## src/rtl/uart_pixel_tx.sv

```systemverilog
// UART pixel serializer: buffers {last, pixel} words in a FIFO and sends each
// pixel byte by byte with configurable parity, stop bits and byte order.
// tx, tx_active and done are registered. The line therefore follows the FSM
// state by one clock, while tx_active and done switch on the FSM edge itself.
module uart_pixel_tx #(
  parameter int BPP            = 3,
  parameter int FIFO_DEPTH     = 16,
  parameter int TICK_PER_HALF  = 2604,
  parameter int PARITY         = 0,
  parameter int STOP_BITS      = 1,
  parameter int MSB_BYTE_FIRST = 1
) (
  input  logic                          clk,
  input  logic                          rst,
  input  logic                          pix_valid,
  input  logic                          pix_last,
  input  logic [8*BPP-1:0]              pix_data,
  output logic                          pix_ready,
  output logic                          tx,
  output logic                          tx_active,
  output logic                          done,
  output logic [$clog2(FIFO_DEPTH):0]   fifo_count
);

  localparam int SZ       = 8*BPP-1;
  localparam int AW       = $clog2(FIFO_DEPTH);
  localparam int CW       = AW + 1;
  localparam int BIT_CLKS = 2*TICK_PER_HALF;
  localparam int TW       = $clog2(BIT_CLKS);
  localparam int BW       = (BPP > 1) ? $clog2(BPP) : 1;

  localparam logic [TW-1:0] TICK_MAX  = TW'(BIT_CLKS-1);
  localparam logic [BW-1:0] LAST_BYTE = BW'(BPP-1);
  localparam logic [2:0]    LAST_STOP = 3'(STOP_BITS-1);
  localparam logic [CW-1:0] DEPTH_C   = CW'(FIFO_DEPTH);

  typedef enum logic [2:0] {
    S_IDLE, S_LOAD, S_START, S_DATA, S_PAR, S_STOP
  } state_t;

  // FIFO storage and control
  logic [SZ+1:0] mem_q [FIFO_DEPTH];
  logic [AW-1:0] wr_ptr_q, wr_ptr_d;
  logic [AW-1:0] rd_ptr_q, rd_ptr_d;
  logic [CW-1:0] count_q, count_d;
  logic          ready_q, ready_d;
  logic          wr_en;
  logic          rd_en;

  // Serializer state
  state_t        state_q, state_d;
  logic [TW-1:0] tick_q, tick_d;
  logic [2:0]    bit_q, bit_d;
  logic [BW-1:0] byte_q, byte_d;
  logic [SZ:0]   pix_q, pix_d;
  logic          last_q, last_d;
  logic          tx_q, tx_d;
  logic          act_q, act_d;
  logic          done_q, done_d;

  logic [7:0]    cur_byte;
  logic          par_bit;
  logic          tick_wrap;

  // A full FIFO refuses writes even when the serializer pops in the same cycle,
  // because ready is a registered copy of the count.
  assign wr_en     = pix_valid & ready_q;
  assign tick_wrap = (tick_q == TICK_MAX);

  // FIFO pointer and occupancy update; pointers wrap naturally at FIFO_DEPTH
  always_comb begin
    wr_ptr_d = wr_ptr_q;
    rd_ptr_d = rd_ptr_q;
    if (wr_en) wr_ptr_d = wr_ptr_q + AW'(1);
    if (rd_en) rd_ptr_d = rd_ptr_q + AW'(1);
    count_d  = count_q + CW'(wr_en) - CW'(rd_en);
    ready_d  = (count_d < DEPTH_C);
  end

  // FIFO payload write; storage needs no reset since the pointers gate it
  always_ff @(posedge clk) begin
    if (wr_en) mem_q[wr_ptr_q] <= {pix_last, pix_data};
  end

  // Select the byte in flight according to byte order, and its parity bit
  always_comb begin
    cur_byte = 8'h00;
    for (int i = 0; i < BPP; i++) begin
      if (byte_q == BW'(i)) begin
        if (MSB_BYTE_FIRST != 0) cur_byte = pix_q[8*(BPP-1-i) +: 8];
        else                     cur_byte = pix_q[8*i +: 8];
      end
    end
    par_bit = (^cur_byte) ^ (PARITY == 2);
  end

  // Serializer next-state, bit timing and line value
  always_comb begin
    state_d = state_q;
    tick_d  = tick_q;
    bit_d   = bit_q;
    byte_d  = byte_q;
    pix_d   = pix_q;
    last_d  = last_q;
    rd_en   = 1'b0;
    done_d  = 1'b0;
    tx_d    = 1'b1;
    act_d   = act_q;
    case (state_q)
      S_IDLE: begin
        tick_d = '0;
        if (count_q != '0) state_d = S_LOAD;
      end
      S_LOAD: begin
        rd_en   = 1'b1;
        {last_d, pix_d} = mem_q[rd_ptr_q];
        byte_d  = '0;
        tick_d  = '0;
        state_d = S_START;
      end
      S_START: begin
        tx_d   = 1'b0;
        tick_d = tick_wrap ? '0 : tick_q + TW'(1);
        if (tick_wrap) begin
          bit_d   = 3'd0;
          state_d = S_DATA;
        end
      end
      S_DATA: begin
        tx_d   = cur_byte[bit_q];
        tick_d = tick_wrap ? '0 : tick_q + TW'(1);
        if (tick_wrap) begin
          if (bit_q == 3'd7) begin
            bit_d   = 3'd0;
            state_d = (PARITY != 0) ? S_PAR : S_STOP;
          end else begin
            bit_d = bit_q + 3'd1;
          end
        end
      end
      S_PAR: begin
        tx_d   = par_bit;
        tick_d = tick_wrap ? '0 : tick_q + TW'(1);
        if (tick_wrap) begin
          bit_d   = 3'd0;
          state_d = S_STOP;
        end
      end
      S_STOP: begin
        tx_d   = 1'b1;
        tick_d = tick_wrap ? '0 : tick_q + TW'(1);
        if (tick_wrap) begin
          if (bit_q != LAST_STOP) begin
            bit_d = bit_q + 3'd1;
          end else if (byte_q != LAST_BYTE) begin
            byte_d  = byte_q + BW'(1);
            state_d = S_START;
          end else begin
            done_d  = last_q;
            state_d = (count_q != '0) ? S_LOAD : S_IDLE;
          end
        end
      end
      default: state_d = S_IDLE;
    endcase
    // Active covers START..STOP; a LOAD between pixels keeps the current value
    case (state_d)
      S_IDLE:  act_d = 1'b0;
      S_LOAD:  act_d = act_q;
      default: act_d = 1'b1;
    endcase
  end

  // Control registers with asynchronous active-low reset
  always_ff @(posedge clk or negedge rst) begin
    if (!rst) begin
      wr_ptr_q <= '0;
      rd_ptr_q <= '0;
      count_q  <= '0;
      ready_q  <= 1'b1;
      state_q  <= S_IDLE;
      tick_q   <= '0;
      bit_q    <= 3'd0;
      byte_q   <= '0;
      last_q   <= 1'b0;
      tx_q     <= 1'b1;
      act_q    <= 1'b0;
      done_q   <= 1'b0;
    end else begin
      wr_ptr_q <= wr_ptr_d;
      rd_ptr_q <= rd_ptr_d;
      count_q  <= count_d;
      ready_q  <= ready_d;
      state_q  <= state_d;
      tick_q   <= tick_d;
      bit_q    <= bit_d;
      byte_q   <= byte_d;
      last_q   <= last_d;
      tx_q     <= tx_d;
      act_q    <= act_d;
      done_q   <= done_d;
    end
  end

  // Pixel holding register; only loaded in LOAD so input changes never disturb it
  always_ff @(posedge clk) begin
    pix_q <= pix_d;
  end

  assign pix_ready  = ready_q;
  assign tx         = tx_q;
  assign tx_active  = act_q;
  assign done       = done_q;
  assign fifo_count = count_q;

endmodule

```

## config.mk

```make
export PLATFORM = sky130hd
export DESIGN_NAME = uart_pixel_tx
export DESIGN_NICKNAME = d
export VERILOG_FILES = /design/src/rtl/uart_pixel_tx.sv
export SDC_FILE = /design/constraint.sdc
export NUM_CORES = 1
export LEC_CHECK = 0
export ABC_AREA = 1
export CAP_MARGIN = 10
export CELL_PAD_IN_SITES_DETAIL_PLACEMENT = 1
export CELL_PAD_IN_SITES_GLOBAL_PLACEMENT = 1
export CORE_AREA = 2 2 150 263
export CTS_CLUSTER_DIAMETER = 40
export DETAILED_ROUTE_END_ITERATION = 10
export DIE_AREA = 0 0 152 265
export DONT_BUFFER_PORTS = 1
export GPL_ROUTABILITY_DRIVEN = 0
export PLACE_DENSITY = 0.83
export RECOVER_POWER = 50
export SLEW_MARGIN = 30
export SYNTH_ARGS = -nofsm -noshare
export SYNTH_HDL_FRONTEND = slang
export SYNTH_SLANG_ARGS = --single-unit
```

## constraint.sdc

```tcl
create_clock -name clk -period 3.75 [get_ports clk]
set_clock_uncertainty 0.2 [all_clocks]
set_input_delay 0.75 -clock clk [delete_from_list [all_inputs] [get_ports clk]]
set_output_delay 0.75 -clock clk [all_outputs]
set_load 0.05 [all_outputs]
```

# After elaboration in Yosys (flattened, before gate mapping)
# Memories as Yosys holds them, arrays and structs flattened.
# Cells that the tools add are included.
# Widths: inputs -> output; s select.
[totals]
ramBits = 400
output_inout_bits = 9
regBits = 63
elab_cells = 91
memories = 1
in_bits = 28
[memory_table]
columns = ["memory", "depth", "width", "read_ports", "rd_ports_with_merged_regs", "write_ports", "line_no", "source"]
rows = [
  ["mem_q", 16, 25, 1, 0, 1, "42", "logic [SZ+1:0] mem_q [FIFO_DEPTH];"],
]
[op_classes]
n_bitwise = 1
order_cmp = 2
n_reduce_logical = 14
n_eq_ne = 17
n_mux = 36
n_addsub = 7
[ops]
columns = ["op", "count"]
rows = [
  ["$mux 3", 12],
  ["$pmux 13 s2", 1],
  ["$mux 8", 3],
  ["$pmux 3 s6", 1],
  ["$add 13x1->13 const B", 1],
  ["$eq 13x13->1 const B", 1],
  ["$mux 13", 1],
  ["$ne 2x2->1 const B", 6],
  ["$eq 3x3->1 const B", 3],
  ["$mux 1", 9],
  ["$pmux 3 s3", 1],
  ["$add 4x1->4 const B", 2],
  ["$mux 2", 4],
  ["$reduce_xor 8->1", 1],
  ["$eq 3x1->1 const B", 2],
  ["$eq 3x2->1 const B", 2],
  ["$logic_not 3->1", 2],
  ["$reduce_bool 3->1", 2],
  ["$add 5x1->5", 1],
  ["$lt 5x5->1 const B", 1],
  ["$reduce_and 5->1", 1],
  ["$reduce_bool 5->1", 1],
  ["$sub 5x1->5", 1],
  ["$lt 3x4->1 const B", 1],
  ["other kinds (15)", 17],
]

# Logic depth before layout (Yosys ltp)
[logic_depth]
ltp_word = 8
ltp_mapped = 17
depth_no_buf = 15

# Worst setup path after synthesis
# No wires, ideal clock.
[synth_path]
kind = "reg2reg"
from = "reg state_q[1]"
to = "reg count_q[4] (netlist: fifo_count[4])"
n_path_buf = 0
period_less_slack_ps = 3009
path_slack_ps = 741
stages_incl_launch_ff = 12
arrival_ps = 2687
required_ps = 3429
cell_sequence = "dfrtp_1 nor2_1 inv_1 nor2_2 ha_1 inv_1 ha_1 fa_1 a21oi_1 o21bai_1 xor2_1 inv_1"
[synth_between]
elab_chain_cells = 3
[synth_lines]
columns = ["item", "line_no", "source"]
rows = [
  ["from (decl)", "51", "state_t state_q, state_d;"],
  ["from (signal assigned)", "194", "state_q <= state_d;"],
  ["$eq 3x1->1", "109", "case (state_q)"],
  ["$mux 1", "109", ""],
  ["$sub 5x1->5", "76", "count_d = count_q + CW'(wr_en) - CW'(rd_en);"],
  ["via count_d[4]", "45", "logic [CW-1:0] count_q, count_d;"],
  ["to (signal assigned)", "192", "count_q <= count_d;"],
  ["to (decl)", "45", ""],
]
# The timed path passes the listed nets, and every way through them passes these cells.
# A chain may end at the register's enable or synchronous reset.

# Worst setup path after layout
[layout_path]
from = "reg ready_q (netlist: pix_ready)"
to = "mem mem_q[8][0] (netlist name), enable pin"
[layout_between]
elab_chain_cells = 3
[layout_lines]
columns = ["item", "line_no", "source"]
rows = [
  ["from (decl)", "46", "logic ready_q, ready_d;"],
  ["from (signal assigned)", "193", "ready_q <= ready_d;"],
  ["$and 1x1->1", "67", "assign wr_en = pix_valid & ready_q;"],
  ["$mux 1", "82", "if (wr_en) mem_q[wr_ptr_q] <= {pix_last, pix_data};"],
  ["$mux 1 (implied by the code)", "82", ""],
  ["to (decl)", "42", ""],
]
# No other way between the ends.

==> run_results.csv <==
group,metric,value,unit
floorplanning,dieArea,0.0403,mm²
layout,final_area,0.0209,mm²
floorplanning,io_pins,37,
clocking,clk_path_buf_depth,3,
layout,drive_above_1_share,8.33,%
detailed_routing,wire_per_inst,25.4,µm
sta,period_needed,3.04,ns
clocking,insertion_delay,0.57,ns
floorplanning,start_util,49.5,%
layout,n_fill_cell,3794,
synthesis,ys_async_sr_fraction,8.42,%
worst_setup_path,start_kind,"register",
global_route,grt_pass1_vias,13414,
sta,drv_slew,0,
floorplanning,rows,95,
floorplanning,coreArea,0.0382,mm²
placement,port_buffers,0,
synthesis,synth_edf_count,424,
sta,hold_violations,0,
global_route,antenna_found_initial,0,
layout,area_delta_synth_final,10.7,%
run,cap_violations,0,
floorplanning,die_w,152,µm
worst_setup_path,crit_top_cell,"nand2_1",
synthesis,ys_seq_area_share,72.6,%
detailed_routing,ant_nets,0,
detailed_routing,vias_per_cell,6.10,
clocking,cts.repair.resized,0,
worst_setup_path,crit_chain,"nand2_1, inv_1, nand2_1, nor2_4",
global_route,grt_pass1_wl,77.5,mm
global_route,groute.layer.met1.usage,28.9,%
global_route,grt_start_max_net_pins,203,
layout,area.sequential,0.0137,mm²
synthesis,synth_seq_cells,463,
synthesis,yosysWarnings,0,
synthesis,synthTopCellsByArea,"edfxtp_1 (67%), o21ai_0 (5.1%), nor2_1 (4.9%)",
sta,fmax,329,MHz
floorplanning,die_h,265,µm
clocking,cts_made_buffers,45,
sta,rsz0062_at_grt,"no",
worst_setup_path,critPathRequiredTime,3.72,ns
placement,post_dp_cell_area,0.0195,mm²
sta,tightest_slew,0.984,ns
worst_setup_path,worstPathMaxFanout,25,
global_route,busiest_layer,"met2",
detailed_routing,wl,50.5,mm
synthesis,ys.flop_type,"edfxtp_1",
global_route,use_met2,45.2,%
synthesis,synth_common_cells,"edfxtp_1 (424), nor2_1 (249), o21ai_0 (193), nand2_1 (145), o221ai_1 (71)",
synthesis,synth_area_per_cell,12.8,µm²
worst_hold_path,hp-class,"input port to register",
global_route,gr-usage-met3,3.33,%
worst_setup_path,slowest_delay,0.83,ns
layout,diodes,0,
sta,tns,0,ns
layout,nets,1513,
worst_setup_path,critPathSlowestCell,"dfstp_1",
synthesis,post_synth_instance_area,0.0189,mm²
layout,multiInputGateArea,0.00461,mm²
placement,hpwlAfterDp,29.8,mm
sta,fin_crit_sh,81.0,%
worst_setup_path,cp.arrival,3.01,ns
clocking,cts_tree,"done",
detailed_routing,vias,12117,
detailed_routing,drc,0,
synthesis,yosysMostFrequentCell,"edfxtp_1",
synthesis,synth_top_area_cell,"edfxtp_1",
synthesis,ys_types,41,
clocking,cts_sinks,463,
worst_setup_path,setup.worst_path.class,"register to register",
worst_setup_path,crit_family,"simple AND/OR/NAND/NOR gates",
global_route,overflow,0,
worst_setup_path,worst_setup_path_end_kind,"register",
clocking,cts_root_buffer,"clkbuf_16",
power,vdd_drop_max,0.391,mV
run_status,status,"complete, no violations",
detailed_routing,drt-pass1-iter-count,7,
global_route,track_usage,25.1,%
synthesis,netlist.area_leader.share,67.4,%
clocking,path_clk_slew,0.06,ns
sta,finalSetupViolCount,0,
synthesis,syn_nets,1520,
worst_setup_path,path_buf_inv,1,
detailed_routing,drt_iter0_drc,1146,
power,p_per_area,482,mW/mm²
synthesis,syn_inst,1471,
clocking,htree_levels,2,
sta,slew_headroom,34.3,%
power,p_leak,7.00,nW
==> per-stage QoR <==
step                      total power, mW  hold WS (ns)  cells  util (%)  setup slack [ns]
after global routing                 10.3        0.0591   1985      54.8             0.605
final                                10.1        0.0801   1985      54.8             0.711
after detailed placement             5.74         0.255   1900      51.0             0.937
after floorplan                      5.74         0.249   1471         -             0.741
after global placement               5.74         0.255   1900      51.0             0.983
after CTS                            10.1        0.0513   1985      54.8             0.893
==> worst reg2reg max path: cells and delay by family, from the launching register on <==
| kind | cells | cell delay, ns |
|---|---|---|
| buffers and inverters | 1 | 0.26 |
| flip-flops | 1 | 0.83 |
| AND/OR/NAND/NOR | 3 | 1.35 |
==> cells in the final DEF (no fill, tap or decap), types with 3 or more instances in the layout <==
| cell type | n |
|---|---|
| edfxtp_1 | 424 |
| dfrtp_1 | 34 |
| clkinv_1 | 9 |
| o22ai_1 | 27 |
| xnor2_1 | 3 |
| inv_8 | 3 |
| o211ai_1 | 25 |
| nand4_1 | 4 |
| inv_2 | 3 |
| buf_4 | 22 |
| nor3_1 | 6 |
| xor2_1 | 12 |
| clkbuf_1 | 11 |
| inv_1 | 52 |
| o221ai_1 | 71 |
| a21oi_1 | 17 |
| nor2_4 | 17 |
| nand2_1 | 146 |
| inv_6 | 4 |
| o21ai_1 | 10 |
| nor2_1 | 234 |
| clkinv_2 | 6 |
| nand3_1 | 59 |
| clkbuf_16 | 47 |
| ha_1 | 20 |
| o21ai_0 | 194 |
| buf_12 | 6 |
==> final cells by class <==
class / instances / area share (%)
Inverter: 58 / 1.05
Timing Repair Buffer: 30 / 1.54
Multi-Input combinational cell: 866 / 22.1
Tap cell: 485 / 2.90
Clock buffer: 59 / 5.89
Sequential cell: 463 / 65.6
Clock inverter: 24 / 0.969
==> final timing paths <==
kind	slack (ns)	startpoint	endpoint	cells past startpoint
max in group asynchronous	2.55	rst	tx	2
min in group asynchronous	0.51	rst	wr_ptr_q[3]	2
max	0.71	pix_ready	mem_q[8][0]	4
min reg2reg	0.29	last_q	last_q	2
max reg2reg	0.71	pix_ready	mem_q[8][0]	4
min	0.08	pix_data[22]	mem_q[4][22]	0
==> metal layers <==
layer,up-vias,share of wire (%)
met1,6172,37
met3,141,4.5
met4,0,4.9
li1,5401,-
met2,403,53
met5,-,0
==> logic make-up (layout without fill, tap and decap cells) <==
family	Yosys count	in the layout	synth area share, %
fa+ha+maj	21	21	1.43
xor+xnor	15	15	0.695
compound gates	349	349	11.3
flops	463	463	72.6
buf+inv	142	171	3.60
simple gates	479	479	10.3
mux	2	2	0.106
==> sequential cells by signal (all words and copies together) (netlist names) <==
name and count:
tx_active 1, state_q 3, fifo_count 5, pix_ready 1, byte_q 2, tx 1, done 1, rd_ptr_q 4
last_q 1, mem_q 400, wr_ptr_q 4, tick_q 13, bit_q 3, pix_q 24
==> where the power goes <==
part / internal [mW] / switching (mW) / leakage, nW
Clock: 2.48 / 1.97 / 0.707
Combinational: 0.00369 / 0.00975 / 2.02
Sequential: 5.63 / 0 / 4.27
==> what timing repair did <==
action | CTS | global route
hold buffers | 2 | 0
buffers inserted | 0 | 0
endpoints found under the hold margin | 39 | 0
No activity file was read; power rests on OpenSTA's default activity.
